===== src/rtl/mul_pkg.sv =====
// Shared constants and types for the radix-4 Booth sequential multiplier.
package mul_pkg;

  localparam int unsigned WIDTH = 32;
  localparam int unsigned ITERS = WIDTH / 2;

  typedef enum logic [1:0] {
    IDLE = 2'd0,
    RUN  = 2'd1,
    DONE = 2'd2
  } state_t;

  typedef enum logic [2:0] {
    SEL_ZERO = 3'd0,
    SEL_PM   = 3'd1,
    SEL_P2M  = 3'd2,
    SEL_NM   = 3'd3,
    SEL_N2M  = 3'd4
  } booth_sel_t;

  // Radix-4 Booth recoding of {Q[1:0], q_m1}
  function automatic booth_sel_t booth_decode(input logic [2:0] bits);
    booth_sel_t sel;
    case (bits)
      3'b001, 3'b010: sel = SEL_PM;
      3'b011:         sel = SEL_P2M;
      3'b100:         sel = SEL_N2M;
      3'b101, 3'b110: sel = SEL_NM;
      default:        sel = SEL_ZERO;
    endcase
    return sel;
  endfunction

endpackage


===== src/rtl/booth_r4_step.sv =====
// One radix-4 Booth iteration: add the selected multiple of M to A, then
// arithmetic-shift {A, Q, q_m1} right by two.
module booth_r4_step #(
  parameter int unsigned WIDTH = 32
) (
  input  logic [WIDTH+1:0] a,
  input  logic [WIDTH-1:0] q,
  input  logic             q_m1,
  input  logic [WIDTH-1:0] m,
  output logic [WIDTH+1:0] a_next,
  output logic [WIDTH-1:0] q_next,
  output logic             q_m1_next
);
  import mul_pkg::*;

  localparam int unsigned AW = WIDTH + 2;

  logic [AW-1:0] m_ext;
  logic [AW-1:0] addend;
  logic [AW-1:0] sum;
  booth_sel_t    sel;

  always_comb begin
    m_ext  = {{2{m[WIDTH-1]}}, m};
    sel    = booth_decode({q[1:0], q_m1});
    addend = '0;
    case (sel)
      SEL_PM:  addend = m_ext;
      SEL_P2M: addend = m_ext << 1;
      SEL_NM:  addend = -m_ext;
      SEL_N2M: addend = -(m_ext << 1);
      default: addend = '0;
    endcase
    sum       = a + addend;
    a_next    = {{2{sum[AW-1]}}, sum[AW-1:2]};
    q_next    = {sum[1:0], q[WIDTH-1:2]};
    q_m1_next = q[1];
  end

endmodule


===== src/rtl/booth_seq_mul_ctrl.sv =====
// Multi-cycle signed radix-4 Booth multiplier: FSM, iteration counter,
// operand/accumulator registers and the HI/LO result registers.
module booth_seq_mul_ctrl #(
  parameter int unsigned WIDTH = mul_pkg::WIDTH
) (
  input  logic             clock,
  input  logic             reset_n,
  input  logic             start,
  input  logic             abort,
  input  logic [WIDTH-1:0] multiplicand,
  input  logic [WIDTH-1:0] multiplier,
  output logic             busy,
  output logic             done,
  output logic [WIDTH-1:0] hi,
  output logic [WIDTH-1:0] lo
);
  import mul_pkg::state_t;
  import mul_pkg::IDLE;
  import mul_pkg::RUN;
  import mul_pkg::DONE;

  localparam int unsigned ITERS = WIDTH / 2;
  localparam int unsigned AW    = WIDTH + 2;
  localparam int unsigned CW    = (ITERS > 1) ? $clog2(ITERS) : 1;
  localparam logic [CW-1:0] LAST = CW'(ITERS - 1);

  state_t           state, state_next;
  logic [CW-1:0]    count;
  logic [WIDTH-1:0] m_reg, q_reg, q_step;
  logic [AW-1:0]    a_reg, a_step;
  logic             qm1_reg, qm1_step;
  logic             load, iter, finish;

  booth_r4_step #(.WIDTH(WIDTH)) u_step (
    .a         (a_reg),
    .q         (q_reg),
    .q_m1      (qm1_reg),
    .m         (m_reg),
    .a_next    (a_step),
    .q_next    (q_step),
    .q_m1_next (qm1_step)
  );

  // Next-state and datapath control; abort always beats a same-cycle start
  always_comb begin
    state_next = state;
    load       = 1'b0;
    iter       = 1'b0;
    finish     = 1'b0;
    case (state)
      IDLE: begin
        if (start && !abort) begin
          load       = 1'b1;
          state_next = RUN;
        end
      end
      RUN: begin
        if (abort) begin
          state_next = IDLE;
        end else begin
          iter = 1'b1;
          if (count == LAST) begin
            finish     = 1'b1;
            state_next = DONE;
          end
        end
      end
      DONE: begin
        if (start && !abort) begin
          load       = 1'b1;
          state_next = RUN;
        end else begin
          state_next = IDLE;
        end
      end
      default: state_next = IDLE;
    endcase
  end

  // busy/done are decoded from the next state so they line up with the state itself
  always_ff @(posedge clock or negedge reset_n) begin
    if (!reset_n) begin
      state   <= IDLE;
      count   <= '0;
      m_reg   <= '0;
      q_reg   <= '0;
      a_reg   <= '0;
      qm1_reg <= 1'b0;
      busy    <= 1'b0;
      done    <= 1'b0;
      hi      <= '0;
      lo      <= '0;
    end else begin
      state <= state_next;
      busy  <= (state_next == RUN);
      done  <= (state_next == DONE);
      if (load) begin
        m_reg   <= multiplicand;
        q_reg   <= multiplier;
        a_reg   <= '0;
        qm1_reg <= 1'b0;
        count   <= '0;
      end else if (iter) begin
        a_reg   <= a_step;
        q_reg   <= q_step;
        qm1_reg <= qm1_step;
        count   <= count + CW'(1);
      end
      if (finish) begin
        hi <= a_step[WIDTH-1:0];
        lo <= q_step;
      end
    end
  end

endmodule


===== config.mk =====
export PLATFORM = sky130hd
export DESIGN_NAME = booth_seq_mul_ctrl
export DESIGN_NICKNAME = d
export VERILOG_FILES = /design/src/rtl/mul_pkg.sv /design/src/rtl/booth_r4_step.sv /design/src/rtl/booth_seq_mul_ctrl.sv
export SDC_FILE = /design/constraint.sdc
export NUM_CORES = 1
export LEC_CHECK = 0
export CAP_MARGIN = 20
export CORE_AREA = 5 5 170 123
export CTS_CLUSTER_SIZE = 24
export DETAILED_ROUTE_END_ITERATION = 8
export DIE_AREA = 0 0 175 128
export PLACE_DENSITY_LB_ADDON = 0.3
export SETUP_SLACK_MARGIN = 0.02
export SLEW_MARGIN = 30
export SYNTH_ARGS = -nofsm -noshare
export SYNTH_HDL_FRONTEND = slang
export SYNTH_SLANG_ARGS = --single-unit

===== constraint.sdc =====
create_clock -name clock -period 9.4 [get_ports clock]
set_clock_uncertainty 0.05 [all_clocks]
set_input_delay 1.88 -clock clock [delete_from_list [all_inputs] [get_ports clock]]
set_output_delay 1.88 -clock clock [all_outputs]
set_load 0.02 [all_outputs]

==> results of run 1 <==
critical path, cell delays in order, from the launching register on:
cell and delay (ns):
dfrtp_1 0.80, inv_1 0.44, nor2_1 0.85, nor2_1 0.42, o21ba_2 0.35, o221ai_1 0.10
o21ai_0 0.15, ha_1 0.40, a21oi_1 0.31, o21ai_0 0.18, nor2_1 0.10, nor4bb_1 0.42
o21ai_0 0.29, a41oi_1 0.32, xnor2_1 0.11, mux2_2 0.26
worst paths after layout:
path	endpoint	slack, ns	start
setup reg to reg	hi[29]	3.72	q_reg[0]
setup / recovery	hi[29]	3.72	q_reg[0]
hold reg to reg	lo[17]	0.43	lo[17]
min in group asynchronous	m_reg[13]	1.44	reset_n
max in group asynchronous	a_reg[26]	6.72	reset_n
hold / removal	lo[17]	0.43	lo[17]
routing by layer:
layer	share of wire (%)	up-vias
li1	-	4499
met2	42	386
met1	48	4525
met3	8.9	27
met4	1.1	2
met5	0.044	-
power groups by stage:
stage / registers, uW / clock network (uW) / logic [uW]
floorplan: 937 / 0 / 1130
global placement: 1010 / 0 / 1450
detailed placement: 1010 / 0 / 1460
CTS: 997 / 761 / 1470
global route: 1020 / 794 / 1650
finish: 1000 / 750 / 1500
cell usage after synthesis (3+ instances only):
| master | number |
|---|---|
| inv_1 | 14 |
| xnor2_1 | 38 |
| buf_1 | 6 |
| a221oi_1 | 12 |
| dfrtp_1 | 169 |
| or4_4 | 4 |
| and3_1 | 3 |
| mux2_2 | 13 |
| o21a_1 | 12 |
| and4_1 | 4 |
| a21oi_1 | 62 |
| nand4_1 | 10 |
| a22oi_1 | 36 |
| nand2b_1 | 7 |
| nand3_1 | 18 |
| o31ai_1 | 11 |
| or3_1 | 8 |
| nor4_1 | 8 |
| o21bai_1 | 6 |
| o22ai_1 | 8 |
| clkbuf_1 | 85 |
| xor2_1 | 21 |
| ha_1 | 35 |
| nor3b_1 | 5 |
| or4_1 | 8 |
| nor2b_1 | 3 |
| or2_2 | 3 |
| o21ai_0 | 60 |
| a22o_1 | 26 |
| a31oi_1 | 17 |
| o211ai_1 | 4 |
| a211oi_1 | 3 |
| clkinv_1 | 3 |
| nor3_1 | 16 |
| nand2_1 | 369 |
| mux2i_1 | 8 |
| nor2_1 | 70 |
| and2_1 | 3 |
| o221ai_1 | 10 |
| a21o_1 | 17 |
area by class of cell:
class	count	area, um2	share of cell area, %
clock buffer	17	425.4	3.464
sequential	169	4229	34.44
clock inverter	15	209.0	1.702
multi-input combinational	970	5642	45.94
tap	247	309.0	2.517
timing repair buffer	141	1399	11.39
inverter	17	66.31	0.5400
per-stage QoR:
stage	std cells	setup slack, ns	instance area [um2]	total power [uW]	hold slack [ns]
CTS	1576	3.830	12270	3224	0.4317
floorplan	1249	4.943	10280	2072	0.4051
detailed placement	1544	3.818	11640	2467	0.4116
global placement	1544	3.891	11630	2454	0.4073
finish	1576	3.715	12280	3252	0.4301
global route	1576	3.313	12280	3466	0.4539
cell usage in the layout, fill, tap and decap left out, types with 18 or more instances in the layout:
master           count
xor2_1              21
ha_1                35
clkdlybuf4s50_1    132
a22oi_1             36
xnor2_1             38
nand2_1            369
nand3_1             18
a21oi_1             62
nor2_1              68
dfrtp_1            169
o21ai_0             60
a22o_1              26
cells by family after synthesis:
group,after synthesis
compound gates,304
xor+xnor,60
fa+ha+maj,36
buf+inv,110
flops,169
mux,21
simple gates,549
==> summary.txt, run 1 <==
Maxcap violations = 0
Area Overhead vs Synth = 19.49%
Final setup fails = 0
Crit start category = flop
CP Class = reg2reg
Period utilization = 60.48%
Skew-Pair Late Insertion Delay = 0.44 ns
Die H = 128 um
Antenna Violating Nets Remaining = 0
DRT Wirelength = 29.68 mm
RSZ-0062 raised after global routing = no
Max Fanout on Critical Path = 22
Post-CTS Hold Buffers = 0
Clock power share = 23.1%
Outcome = complete, no violations
First-pass GRT wire length = 48.15 mm
Sw Share = 44.82%
Post-synthesis mux area share = 2.204%
Reg power frac = 30.8%
Met2 Track Usage GR = 38.37%
Post-CTS setup buffers = 0
Met3 usage = 6.545%
Wire length per cell = 18.84 um
Final HPWL DP = 20.23 mm
Post-synthesis cell type count = 69
Worst-margin pin slew = 0.9687 ns
Synth top area share = 41.15%
Logic pwr share = 46.2%
Post-synthesis xor/xnor area fraction = 5.187%
Die area = 22,400 um2
DRC viols = 0
Cells after synthesis = 1,249
Share of cells above drive strength 1 = 5.568%
Total negative slack = 0 ns
Vias = 9,439
Internal = 1794 uW
Sequential element share of the synthesized area = 41.15%
Leakage power = 0.005714 uW
GRT Total Usage = 26.57%
Period minus WS final = 5.685 ns
CTS tree = built
Synth Area in Adders = 4.456%
CP endpoint kind = flop
PostCTS Resize Cnt = 0
Largest net degree at the start of global routing = 99
Ys flop type = dfrtp_1
Crit path required time = 9.67 ns
Bufs on Longest Clock Path = 2
Worst IR Drop VDD = 156.6 uV
Core area = 19,260 um2
Syn avg cell area = 8.227 um2
Combinational family with the most area after synthesis = simple AND/OR/NAND/NOR gates
Highest clock rate = 0.1759 GHz
Die Wd = 175 um
Ant. Diodes = 0
Yosys reg bits = 169
Synth top area cells = dfrtp_1, nand2_1, ha_1
Input/output buffers = 133
Ys async rst share = 100.0%
Number of cells on the worst reg-to-reg path = 15
Vias in the first global route = 9,136
Hold crit path type = reg2reg
Cell Rows = 43
Num CTS Buffers = 17
Post-synth EDFFs = 0
DRT Pass-1 Iters = 5
Nets = 1,420
Max-slew headroom = 35.18%
Pwr/cell area = 264.8 nW/um2
Hold Vio Cnt, Final = 0
CTS sink cnt = 169
RD Place Congestion = 0.9234
Clock-pin slew on the worst setup and hold paths = 0.08 ns
Initial antenna violation count = 1
Simple-gate share of the synthesized area = 23.07%
Syn Nets = 1,353
Cell Area, Synth = 10,280 um2
Sw power = 1457 uW
Via/cell ratio = 5.989
Leading area contributor after synthesis = dfrtp_1
Yosys warning total = 0
GRT Residual Overflow = 0
Hold path depth = 2
Global Route met1 Usage = 40.46%
Crit path DAT = 5.96 ns
Fin. max-slew vios = 0
Ports = 134
Number of H-tree levels = 4
Post-synthesis compound-gate area fraction = 19.82%
# fillers = 1,580
Initial core utilization = 53.35%
Util after Layout = 63.75%
Clock Tree Root = clkbuf_16
Layer with the highest usage = met1
DRT iter0 DRCs = 904
Note: power is estimated with default switching activity, not from simulation.
==> run 2, diff against run 1 <==
==> constraint.sdc (replaced) <==
create_clock -name clock -period 5.8 [get_ports clock]
set_clock_uncertainty 0.05 [all_clocks]
set_input_delay 1.16 -clock clock [delete_from_list [all_inputs] [get_ports clock]]
set_output_delay 1.16 -clock clock [all_outputs]
set_load 0.02 [all_outputs]
==> run 2 against run 1 <==
Against the previous run:
- die area unchanged
- global-route usage up 0.72 points
- routed wire length up 2.0%
- sequential power is 60% higher
- combinational power increased by 69%
- setup slack worse by 3.2 ns
- flip-flop and latch count is the same
- critical endpoint unchanged
- largest power group unchanged
- highest routed layer is now met4
==> summary.txt, run 2 (same netlist as run 1, synthesis figures left out) <==
Outcome = complete, no violations
Most frequent cells in the layout = nand2_1, dfrtp_1, clkdlybuf4s50_1, nor2_1, a21oi_1
Post-CTS Hold Buffers = 0 (unchanged)
Internal = 2941 uW (+64%)
Fin cells = 1,595 (+1.2%)
Core area = 19,260 um2 (unchanged)
DRT Pass-1 Iters = 6 (+1)
Input/output buffers = 133 (unchanged)
Initial antenna violation count = 0 (-1)
Highest clock rate = 0.1897 GHz (+7.9%)
Period utilization = 90.87% (+30 points)
Pwr Total = 5280 uW (+62%)
Crit path DAT = 5.53 ns (-0.43 ns)
Clock Tree Root = clkbuf_16
Skew-Pair Late Insertion Delay = 0.43 ns (about the same)
RSZ-0062 raised after global routing = no
Crit start category = flop
Reg power frac = 30.4% (-0.4 points)
Number of H-tree levels = 4 (unchanged)
DRT iter0 DRCs = 1,023 (+13%)
Post-CTS setup buffers = 0 (unchanged)
Clock power share = 21.7% (-1.4 points)
DRT Wirelength = 30.28 mm (+2.0%)
Via/cell ratio = 5.993 (about the same)
Num CTS Buffers = 17 (unchanged)
CP Class = reg2reg
Hold Vio Cnt, Final = 0 (unchanged)
Setup WS pre-CTS = 0.6441 ns (-3.174 ns)
Pwr/cell area = 426.5 nW/um2 (+61%)
Max Fanout on Critical Path = 7 (-68%)
PostCTS Resize Cnt = 0 (unchanged)
DRC viols = 0 (unchanged)
Reg2Reg Setup Slack = 0.53 ns (-3.19 ns)
Setup WS post-layout = 0.5293 ns (-3.186 ns)
Sw power = 2339 uW (+61%)
Initial core utilization = 53.35% (unchanged)
RD Place Congestion = 0.9182 (-0.56%)
Sw Share = 44.30% (-0.52 points)
Worst IR Drop VDD = 291.4 uV (+86%)
Placed insts = 1,563 (+1.2%)
Maxcap violations = 0 (unchanged)
Share of cells above drive strength 1 = 6.825% (+1.3 points)
Vias in the first global route = 9,386 (+2.7%)
CTS sink cnt = 169 (unchanged)
CP peak stage delay = 0.60 ns (-0.25 ns)
Wire length per cell = 18.99 um (+0.81%)
Crit path required time = 6.06 ns (-3.61 ns)
Fin. max-slew vios = 0 (unchanged)
Crit path cell chain = or4_4, nor3_2, nand2_1, or4_1, nor3_1, xnor2_1, a221oi_1, a21oi_1, ha_1, nand2_1, o21ai_0, nor2_1, nor4bb_1, o21ai_0, a41oi_1, xnor2_1, mux2_2
Logic pwr share = 47.9% (+1.7 points)
CP endpoint kind = flop
Most common cell after layout, fill and taps aside = nand2_1
Die Wd = 175 um (unchanged)
Vias = 9,559 (+1.3%)
Antenna Violating Nets Remaining = 0 (unchanged)
First-pass GRT wire length = 49.38 mm (+2.6%)
Final setup fails = 0 (unchanged)
Die area = 22,400 um2 (unchanged)
Hold crit path type = reg2reg
Period minus WS final = 5.271 ns (-0.4142 ns)
Max-slew headroom = 42.35% (+7.2 points)
CTS tree = built
Nets = 1,439 (+1.3%)
Util after Layout = 64.27% (+0.52 points)
GRT Total Usage = 27.28% (+0.72 points)
Die H = 128 um (unchanged)
Area Overhead vs Synth = 20.47%
Total negative slack = 0 ns (unchanged)
Clock-pin slew on the worst setup and hold paths = 0.07 ns (about the same)
Leakage power = 0.005790 uW (+1.3%)
Final HPWL DP = 20.98 mm (+3.7%)
Largest net degree at the start of global routing = 70 (-29%)
Bufs on Longest Clock Path = 2 (unchanged)
Ant. Diodes = 0 (unchanged)
Ports = 134 (unchanged)
Worst-margin pin slew = 0.8634 ns (-0.1053 ns)
Cell Rows = 43 (unchanged)
GRT Residual Overflow = 0 (unchanged)
Worst path slowest cell = or4_4
-- run 2: cell count changes in the layout (fill, tap and decap cells not counted), sizes merged --
| cell | delta |
|---|---|
| buf | +20 |
| inv | -3 |
| clkinv | +2 |
| clkbuf | -1 |
| clkinvlp | +1 |
-- run 2: power groups by stage --
stage	clock [uW]	sequential, uW	combinational, uW
after floorplan	0	1520	1840
after global placement	0	1610	2440
after detailed placement	0	1620	2470
after CTS	1170	1600	2490
after global routing	1220	1630	2780
final	1150	1600	2530
-- run 2: worst max-delay path, delay by kind of cell, from the launching register on --
| kind | cells | cell delay [ns] |
|---|---|---|
| simple gates | 8 | 2.17 |
| flops | 1 | 0.46 |
| compound gates | 5 | 1.51 |
| fa+ha+maj | 1 | 0.40 |
| xor+xnor | 2 | 0.29 |
| mux | 1 | 0.27 |
-- run 2: final cells by class --
type                    instances  area, um2
clock buffers                  17      425.4
clock inverters                15      177.7
fillers                      1649       6882
inverters                      17      63.81
multi-input cells             970       5639
flip-flops and latches        169       4229
well taps                     247      309.0
repair buffers                160       1535
-- run 2: routing by layer --
metal	global-route usage, %	part of all wire [%]	up-vias
li1	-	-	4540
met1	40.52	48	4636
met2	41.73	44	353
met3	5.071	6.8	30
met4	6.556	1.1	0
met5	0	0	-
-- run 2: metrics by stage --
stage               hold WS [ns]  instance area [um2]
finish                    0.4304                12380
CTS                       0.4340                12380
global placement          0.4063                11780
floorplan                 0.4051                10280
detailed placement        0.4111                11780
global route              0.4546                12380
-- run 2: worst paths after layout --
path                       startpoint   endpoint  cells after the start
max in group asynchronous     reset_n   m_reg[1]                      2
min in group asynchronous     reset_n  m_reg[13]                      1
hold reg to reg                hi[15]     hi[15]                      2
hold / removal                 hi[15]     hi[15]                      2
setup reg to reg             m_reg[6]     hi[29]                     17
setup / recovery             m_reg[6]     hi[29]                     17
